## config.mk

```make
export PLATFORM = sky130hd
export DESIGN_NAME = alu_logic_pipe
export DESIGN_NICKNAME = d
export VERILOG_FILES = /design/src/rtl/alu_logic_pipe.sv
export SDC_FILE = /design/constraint.sdc
export NUM_CORES = 1
export LEC_CHECK = 0
export BUFFER_PORTS_ARGS = -buffer_cell sky130_fd_sc_hd__buf_2
export CORE_MARGIN = 8
export CORE_UTILIZATION = 55
export DETAILED_ROUTE_END_ITERATION = 16
export GPL_ROUTABILITY_DRIVEN = 0
export MAX_ROUTING_LAYER = met4
export PLACE_DENSITY = 0.79
export SLEW_MARGIN = 30
export SYNTH_ARGS = -nofsm -noshare
export SYNTH_HDL_FRONTEND = slang
export SYNTH_SLANG_ARGS = --single-unit
```

## constraint.sdc

```tcl
create_clock -name clk -period 1.85 [get_ports clk]
set_input_delay 0.185 -clock clk [delete_from_list [all_inputs] [get_ports clk]]
set_output_delay 0.185 -clock clk [all_outputs]
set_load 0.01 [all_outputs]
```

## src/rtl/alu_logic_pipe.sv

```systemverilog
// -----------------------------------------------------------------------------
// alu_logic_pipe
//   Pipelined logic / compare / shift unit for the CPU execute stage.
//   The operation is evaluated combinationally and registered into stage 1.
//   Stages 2..STAGES only delay it. A valid/ready handshake stalls the whole
//   pipe as one unit, flush kills every in-flight op, and a destination tag
//   travels alongside each result.
//
//   Optional feature macro: ALU_LOGIC_ROT_EN
//     defined   -> opsel 1001 = rotate left, 1010 = rotate right
//     undefined -> no rotator is built; 1001/1010 are illegal codes
// -----------------------------------------------------------------------------
module alu_logic_pipe #(
  parameter int WIDTH  = 32,  // operand/result width, >= 8, power of two
  parameter int STAGES = 2,   // accept-to-out_valid latency, 1..4
  parameter int TAG_W  = 5    // sideband tag width
) (
  input  logic               clk,
  input  logic               rst_n,
  input  logic               flush,
  input  logic               in_valid,
  output logic               in_ready,
  input  logic [WIDTH-1:0]   op_a,
  input  logic [WIDTH-1:0]   op_b,
  input  logic [3:0]         opsel,
  input  logic [TAG_W-1:0]   in_tag,
  output logic               out_valid,
  input  logic               out_ready,
  output logic [WIDTH-1:0]   result,
  output logic [TAG_W-1:0]   out_tag,
  output logic               zero,
  output logic               illegal
);

  localparam int SH_W = $clog2(WIDTH);

  // Operation select codes.
  localparam logic [3:0] OP_AND  = 4'b0000;
  localparam logic [3:0] OP_OR   = 4'b0001;
  localparam logic [3:0] OP_NOR  = 4'b0010;
  localparam logic [3:0] OP_XOR  = 4'b0011;
  localparam logic [3:0] OP_SLT  = 4'b0100;
  localparam logic [3:0] OP_SLTU = 4'b0101;
  localparam logic [3:0] OP_SLL  = 4'b0110;
  localparam logic [3:0] OP_SRL  = 4'b0111;
  localparam logic [3:0] OP_SRA  = 4'b1000;
`ifdef ALU_LOGIC_ROT_EN
  localparam logic [3:0] OP_ROL  = 4'b1001;
  localparam logic [3:0] OP_ROR  = 4'b1010;
`endif

  // ---------------------------------------------------------------------------
  // Handshake
  // ---------------------------------------------------------------------------
  logic adv;     // every stage moves one place this edge
  logic accept;  // the op on the input port enters stage 1 this edge

  assign adv      = ~out_valid | out_ready;
  assign in_ready = adv & ~flush;
  assign accept   = in_valid & in_ready;

  // ---------------------------------------------------------------------------
  // Combinational evaluation feeding stage 1
  // ---------------------------------------------------------------------------
  logic [SH_W-1:0]  sh;
  logic             lt_signed;
  logic             lt_unsigned;
  logic [WIDTH-1:0] sra_val;

  assign sh          = op_b[SH_W-1:0];
  assign lt_signed   = $signed(op_a) < $signed(op_b);
  assign lt_unsigned = op_a < op_b;
  assign sra_val     = $signed(op_a) >>> sh;

`ifdef ALU_LOGIC_ROT_EN
  // Complementary shift distance for rotates. When sh = 0 this equals WIDTH,
  // the complementary shift yields zero, and the rotate returns op_a unchanged.
  logic [SH_W:0]    sh_inv;
  logic [WIDTH-1:0] rol_val;
  logic [WIDTH-1:0] ror_val;

  assign sh_inv  = (SH_W+1)'(WIDTH) - {1'b0, sh};
  assign rol_val = (op_a << sh) | (op_a >> sh_inv);
  assign ror_val = (op_a >> sh) | (op_a << sh_inv);
`endif

  logic [WIDTH-1:0] calc_res;
  logic             calc_ill;
  logic             calc_zero;

  // Select the operation result and flag undefined opcodes.
  always_comb begin
    // NOTE: defaults first so every path assigns both outputs and no latch is inferred.
    calc_res = '0;
    calc_ill = 1'b0;
    unique case (opsel)
      OP_AND:  calc_res = op_a & op_b;
      OP_OR:   calc_res = op_a | op_b;
      OP_NOR:  calc_res = ~(op_a | op_b);
      OP_XOR:  calc_res = op_a ^ op_b;
      OP_SLT:  calc_res = {{(WIDTH-1){1'b0}}, lt_signed};
      OP_SLTU: calc_res = {{(WIDTH-1){1'b0}}, lt_unsigned};
      OP_SLL:  calc_res = op_a << sh;
      OP_SRL:  calc_res = op_a >> sh;
      OP_SRA:  calc_res = sra_val;
`ifdef ALU_LOGIC_ROT_EN
      OP_ROL:  calc_res = rol_val;
      OP_ROR:  calc_res = ror_val;
`endif
      default: begin
        calc_res = '0;
        calc_ill = 1'b1;
      end
    endcase
  end

  assign calc_zero = (calc_res == '0);

  // ---------------------------------------------------------------------------
  // Pipeline registers; index 0 is stage 1, index STAGES-1 drives the outputs
  // ---------------------------------------------------------------------------
  logic [STAGES-1:0]             vld_q;
  logic [STAGES-1:0][WIDTH-1:0]  res_q;
  logic [STAGES-1:0][TAG_W-1:0]  tag_q;
  logic [STAGES-1:0]             zero_q;
  logic [STAGES-1:0]             ill_q;

  // Valid bits: cleared by reset or flush; otherwise they shift on advance.
  // An empty slot stays empty as it moves, so bubbles are kept in place.
  always_ff @(posedge clk or negedge rst_n) begin
    if (!rst_n) begin
      // NOTE: non-blocking assignments keep every stage reading the pre-edge value of its neighbour.
      vld_q <= '0;
    end else if (flush) begin
      vld_q <= '0;
    end else if (adv) begin
      vld_q[0] <= accept;
      for (int i = 1; i < STAGES; i++) begin
        vld_q[i] <= vld_q[i-1];
      end
    end
  end

  // Data, tag and flags: loaded into stage 1 and shifted on advance, held on stall.
  always_ff @(posedge clk or negedge rst_n) begin
    if (!rst_n) begin
      // NOTE: the data pipe is reset as well because the outputs it drives must read zero after reset.
      res_q  <= '0;
      tag_q  <= '0;
      zero_q <= '0;
      ill_q  <= '0;
    end else if (adv) begin
      res_q[0]  <= calc_res;
      tag_q[0]  <= in_tag;
      zero_q[0] <= calc_zero;
      ill_q[0]  <= calc_ill;
      for (int i = 1; i < STAGES; i++) begin
        res_q[i]  <= res_q[i-1];
        tag_q[i]  <= tag_q[i-1];
        zero_q[i] <= zero_q[i-1];
        ill_q[i]  <= ill_q[i-1];
      end
    end
  end

  // ---------------------------------------------------------------------------
  // Outputs come straight from the last stage
  // ---------------------------------------------------------------------------
  assign out_valid = vld_q[STAGES-1];
  assign result    = res_q[STAGES-1];
  assign out_tag   = tag_q[STAGES-1];
  assign zero      = zero_q[STAGES-1];
  assign illegal   = ill_q[STAGES-1];

endmodule
```

==> reports/metrics.csv, run 1 <==
metric,value,unit
post-synthesis simple-gate area fraction,20.1,%
last stage reached,global routing (5_1_grt),
TritonCTS buffer count,9,
Yosys top cell area share,19.1,%
Mapped Cells,1303,
Log Error,[ERROR GRT-0232] Routing congestion too high. Check the congestion heatmap in the GUI.,
H-tree Lvls,3,
Root Driver,clkbuf_16,
number of library cell types mapped by synthesis,85,
GRT overflow,2,
IO Count,119,
"Avg Cell Area, Syn",8.03,um^2
status,did not finish,
Synth warnings,0,
"Top FF cell, synth",dfrtp_1,
multiplexer fraction of the synthesized cell area,21.7,%
Synth area leaders,"dfrtp_1 (19%), ha_1 (12%), mux4_2 (9.3%), nand2_1 (7.9%), mux2i_1 (7.5%)",
sequential area share after synthesis,19.1,%
Syn Nets,1478,
Synth Cell Area,10500,um^2
PortBufs,118,
largest family of logic cells by synthesized area,multiplexers,
Seq cells post-synth,80,
Rows,50,
post-synth top area cell,dfrtp_1,
DP HPWL,32500,um
"EDFF count, synth",0,
Die Wd,154,um
DP Worst Slack,-1.41,ns
GRT Total Usage,58.0,%
Max Buffers Root-to-Sink,2,
pin count of the biggest net entering global routing,87,
xor/xnor cell area share of the yosys netlist,0.0837,%
DIE HEIGHT,154,um
adder-cell share of the synthesized area,11.6,%
CTS sink count,80,
compound-gate portion of the synthesized area,16.9,%
Initial Util,55.9,%
Async SR Flop Fraction,100,%
routing by layer:
metal,GRT usage (%),overflow
met5,-,-
met4,51.9,0
met3,43.7,0
met2,73.4,2
met1,56.4,0
per-stage QoR:
stage / hold slack (ns) / utilization [%] / instances / cell area [um^2]
CTS: 0.0280 / 84.2 / 1975 / 15700
detailed placement: 0.237 / 72.7 / 1886 / 13600
global placement: 0.231 / 72.7 / 1886 / 13600
floorplan: -0.111 / - / 1303 / 10900
cells by family after synthesis:
logic type,Yosys count
simple gates,476
compound gates,261
buf+inv,225
mux,163
fa+ha+maj,97
flops,80
xor+xnor,1
cell usage after synthesis, types with 18 or more instances:
| library cell | n |
|---|---|
| mux2_2 | 33 |
| buf_2 | 20 |
| a211oi_1 | 27 |
| inv_1 | 87 |
| ha_1 | 97 |
| nor2b_1 | 19 |
| nor2_1 | 144 |
| mux4_2 | 43 |
| mux2i_1 | 78 |
| a21oi_1 | 56 |
| nand2_1 | 219 |
| o211ai_1 | 18 |
| buf_4 | 41 |
| clkbuf_1 | 61 |
| o21ai_0 | 47 |
| dfrtp_1 | 80 |
what timing repair did:
action	in CTS
hold buffers	1
setup endpoints to repair	34
gates resized for setup	293
buffers inserted	80
cloned	6
pin swaps	75
endpoints found under the hold margin	80
==> run 2, diff against run 1 <==
- CORE_UTILIZATION: 55 -> 40
- MAX_ROUTING_LAYER: met4 -> unset
- PLACE_DENSITY: 0.79 -> unset
- PLACE_DENSITY_LB_ADDON: unset -> 0.15
- clock period: 1.85 -> 2.4 ns (I/O delays scaled with it)
==> reports/metrics.csv, run 2 <==
metric,value,unit,change
status,"finished, violations left",,was did not finish
violated checks,negative setup slack,,
"EDFF count, synth",0,,unchanged
VDD IR max,0.000562,V,
final WL,43000,um,
Worst-Margin Slew,0.917,ns,
commonest cells in the netlist,"nand2_1 (219), nor2_1 (144), ha_1 (97)",,unchanged
post-route ant nets,0,,
fin crit share,109,%,
metal1 wirelength,16900,um,
Finished Layout Cells,2030,,
sequential share of power,28.6,%,
GRT overflow,0,,
slew margin rel.,38.5,%,
"Avg Cell Area, Syn",8.03,um^2,unchanged
IO Count,119,,unchanged
Leak Pwr,7.33,nW,
sw frac,36.4,%,
Yosys top cell area share,19.1,%,unchanged
final worst hold slack,0.0882,ns,
"Top FF cell, synth",dfrtp_1,,unchanged
DIE HEIGHT,178,um,was 154 um
"Clk Latency, worst-skew pair",0.33,ns,
Synth warnings,0,,unchanged
PwrDens,375,nW/um^2,
initial antenna violation count,0,,
Remaining DRCs,0,,
# fillers,2404,,
pin count of the biggest net entering global routing,87,,
H-tree Lvls,3,,unchanged
Max Freq,382,MHz,
Root Driver,clkbuf_16,,unchanged
post-DR wirelength/cell,21.2,um,
"commonest non-fill, non-tap cell in the layout",buf_4,,
CTS tree,done,,
via count,11600,,
WP data required,2.67,ns,
Max stage delay on crit path,0.52,ns,
final setup vio count,1,,
Setup WS post-layout,-0.217,ns,
PortBufs,118,,unchanged
Hold WC Path Type,input port to flop,,
Critical-path top delay cell,mux4_2,,
share of post-route cells with drive strength above 1,39.9,%,
Synth Cell Area,10500,um^2,unchanged
Comb power frac,47.8,%,
post-layout instance area,14700,um^2,
Max Buffers Root-to-Sink,2,,unchanged
"Top cell by count, worst path",buf_12,,
vias in the first global route,11400,,
DP Worst Slack,-1.07,ns,was -1.41 ns
Pint,3.50,mW,
most frequent cells in the layout,"buf_4 (377), nand2_1 (218), nor2_1 (143)",,
path type of the worst setup path,input port to flop,,
DP HPWL,34700,um,was 32500 um
Synth area leaders,"dfrtp_1 (19%), ha_1 (12%), mux4_2 (9.3%), nand2_1 (7.9%), mux2i_1 (7.5%)",,unchanged
top sig layer,met4,,
Layout Nets,1865,,
max-cap viol count,0,,
GRT Total Usage,26.9,%,
Sw Pwr,2.00,mW,
sequential area share after synthesis,19.1,%,unchanged
CTS sink count,80,,unchanged
CP max FO,6,,
TritonCTS buffer count,9,,unchanged
Clock Power Share,23.6,%,
met3 WL,4520,um,
drt pass-1 iters,9,,
Core ar.,25800,um^2,
Die ar.,31600,um^2,
Seq cells post-synth,80,,unchanged
fin crit period,2.62,ns,
number of library cell types mapped by synthesis,85,,unchanged
Slew Limit Fails,0,,
synthesis-to-finish area growth,40.3,%,
startpoint types,input port,,
top-count cell post-synth,nand2_1,,unchanged
First DRT Iteration DRCs,1359,,
setup_tns,-0.217,ns,
Initial Util,40.5,%,was 55.9%
final core utilization,56.8,%,
Pwr Total,5.50,mW,
Worst setup EP type,flop,,
Clock transition at path regs,0.06,ns,
Die Wd,178,um,was 154 um
crit-path cells,"buf_12, buf_12, buf_4, mux4_2, mux2_2, o21ai_2, o22ai_1, a211oi_2, or3b_2, nor4_1, a32o_1",,
Post-DP Area,13600,um^2,about the same
DR vias/cell,5.74,,
DR WL met2,18700,um,
Rows,59,,was 50
antenna cell count,0,,
unrepaired setup endpoints after global routing,true,,
Worst Clk Skew,0.00448,ns,
Mapped Cells,1303,,unchanged
Final Hold Viols,0,,
Syn Nets,1478,,unchanged
Cells after DPL,1994,,was 1886
post-synth top area cell,dfrtp_1,,unchanged
Async SR Flop Fraction,100,%,unchanged
first-pass GRT wire length,66000,um,
Crit path arrival time,2.89,ns,
[run 2: per-layer routing]
layer	GRT usage, %	vias to the layer above
met5	0	-
met4	14.9	0
met3	7.36	196
met2	42.3	711
met1	32.9	5393
li1	-	5346
[run 2: worst max-delay path, delay by kind of cell]
family,cells,cell delay (ns)
AO/OA/AOI/OAI,4,0.77
buffers and inverters,3,0.35
multiplexers,2,0.85
AND/OR/NAND/NOR,2,0.66
[run 2: final cells by class]
type / count / area (um^2) / share of cell area, %
Clock buffer: 10 / 239 / 1.63
Inverter: 88 / 330 / 2.25
Clock inverter: 6 / 52.6 / 0.358
Multi-Input combinational cell: 998 / 7790 / 53.1
Timing Repair Buffer: 513 / 3840 / 26.2
Sequential cell: 80 / 2000 / 13.6
Tap cell: 335 / 419 / 2.86
[run 2: final timing paths]
check	slack (ns)	startpoint	end	depth (start not counted)
worst max-delay path	-0.22	op_b[1]	zero_q[0]	11
worst min-delay path	0.09	flush	vld_q[1]	2
worst max register to register	0.42	vld_q[1]	zero_q[0]	8
worst min register to register	0.46	result[5]	result[5]	2
max in group asynchronous	1.32	rst_n	res_q[20]	3
min in group asynchronous	0.47	rst_n	result[14]	2
[run 2: power by group through the flow]
stage	sequential, mW	combinational (mW)	clock [mW]
2_1_floorplan	1.58	1.30	0
3_3_place_gp	1.60	2.37	0
5_1_grt	1.60	2.81	1.39
3_5_place_dp	1.60	2.39	0
4_1_cts	1.58	2.49	1.33
6_report	1.58	2.63	1.30
[run 2: repair_timing]
action / 4_1_cts / 5_1_grt
resized for setup: 68 / 45
endpoints found under the hold margin: 47 / 0
hold buffers: 1 / 0
pin swaps: 17 / 28
setup endpoints to repair: 11 / 9
buffers inserted: 7 / 13
cloned: 0 / 1
[run 2: cell families after synthesis]
logic type / count (synthesis) / share of synthesized area (%)
simple gates: 476 / 20.1
mux: 163 / 21.7
flops: 80 / 19.1
fa+ha+maj: 97 / 11.6
compound gates: 261 / 16.9
buf+inv: 225 / 10.4
xor+xnor: 1 / 0.0837
Note: power is estimated with default switching activity, not from simulation.
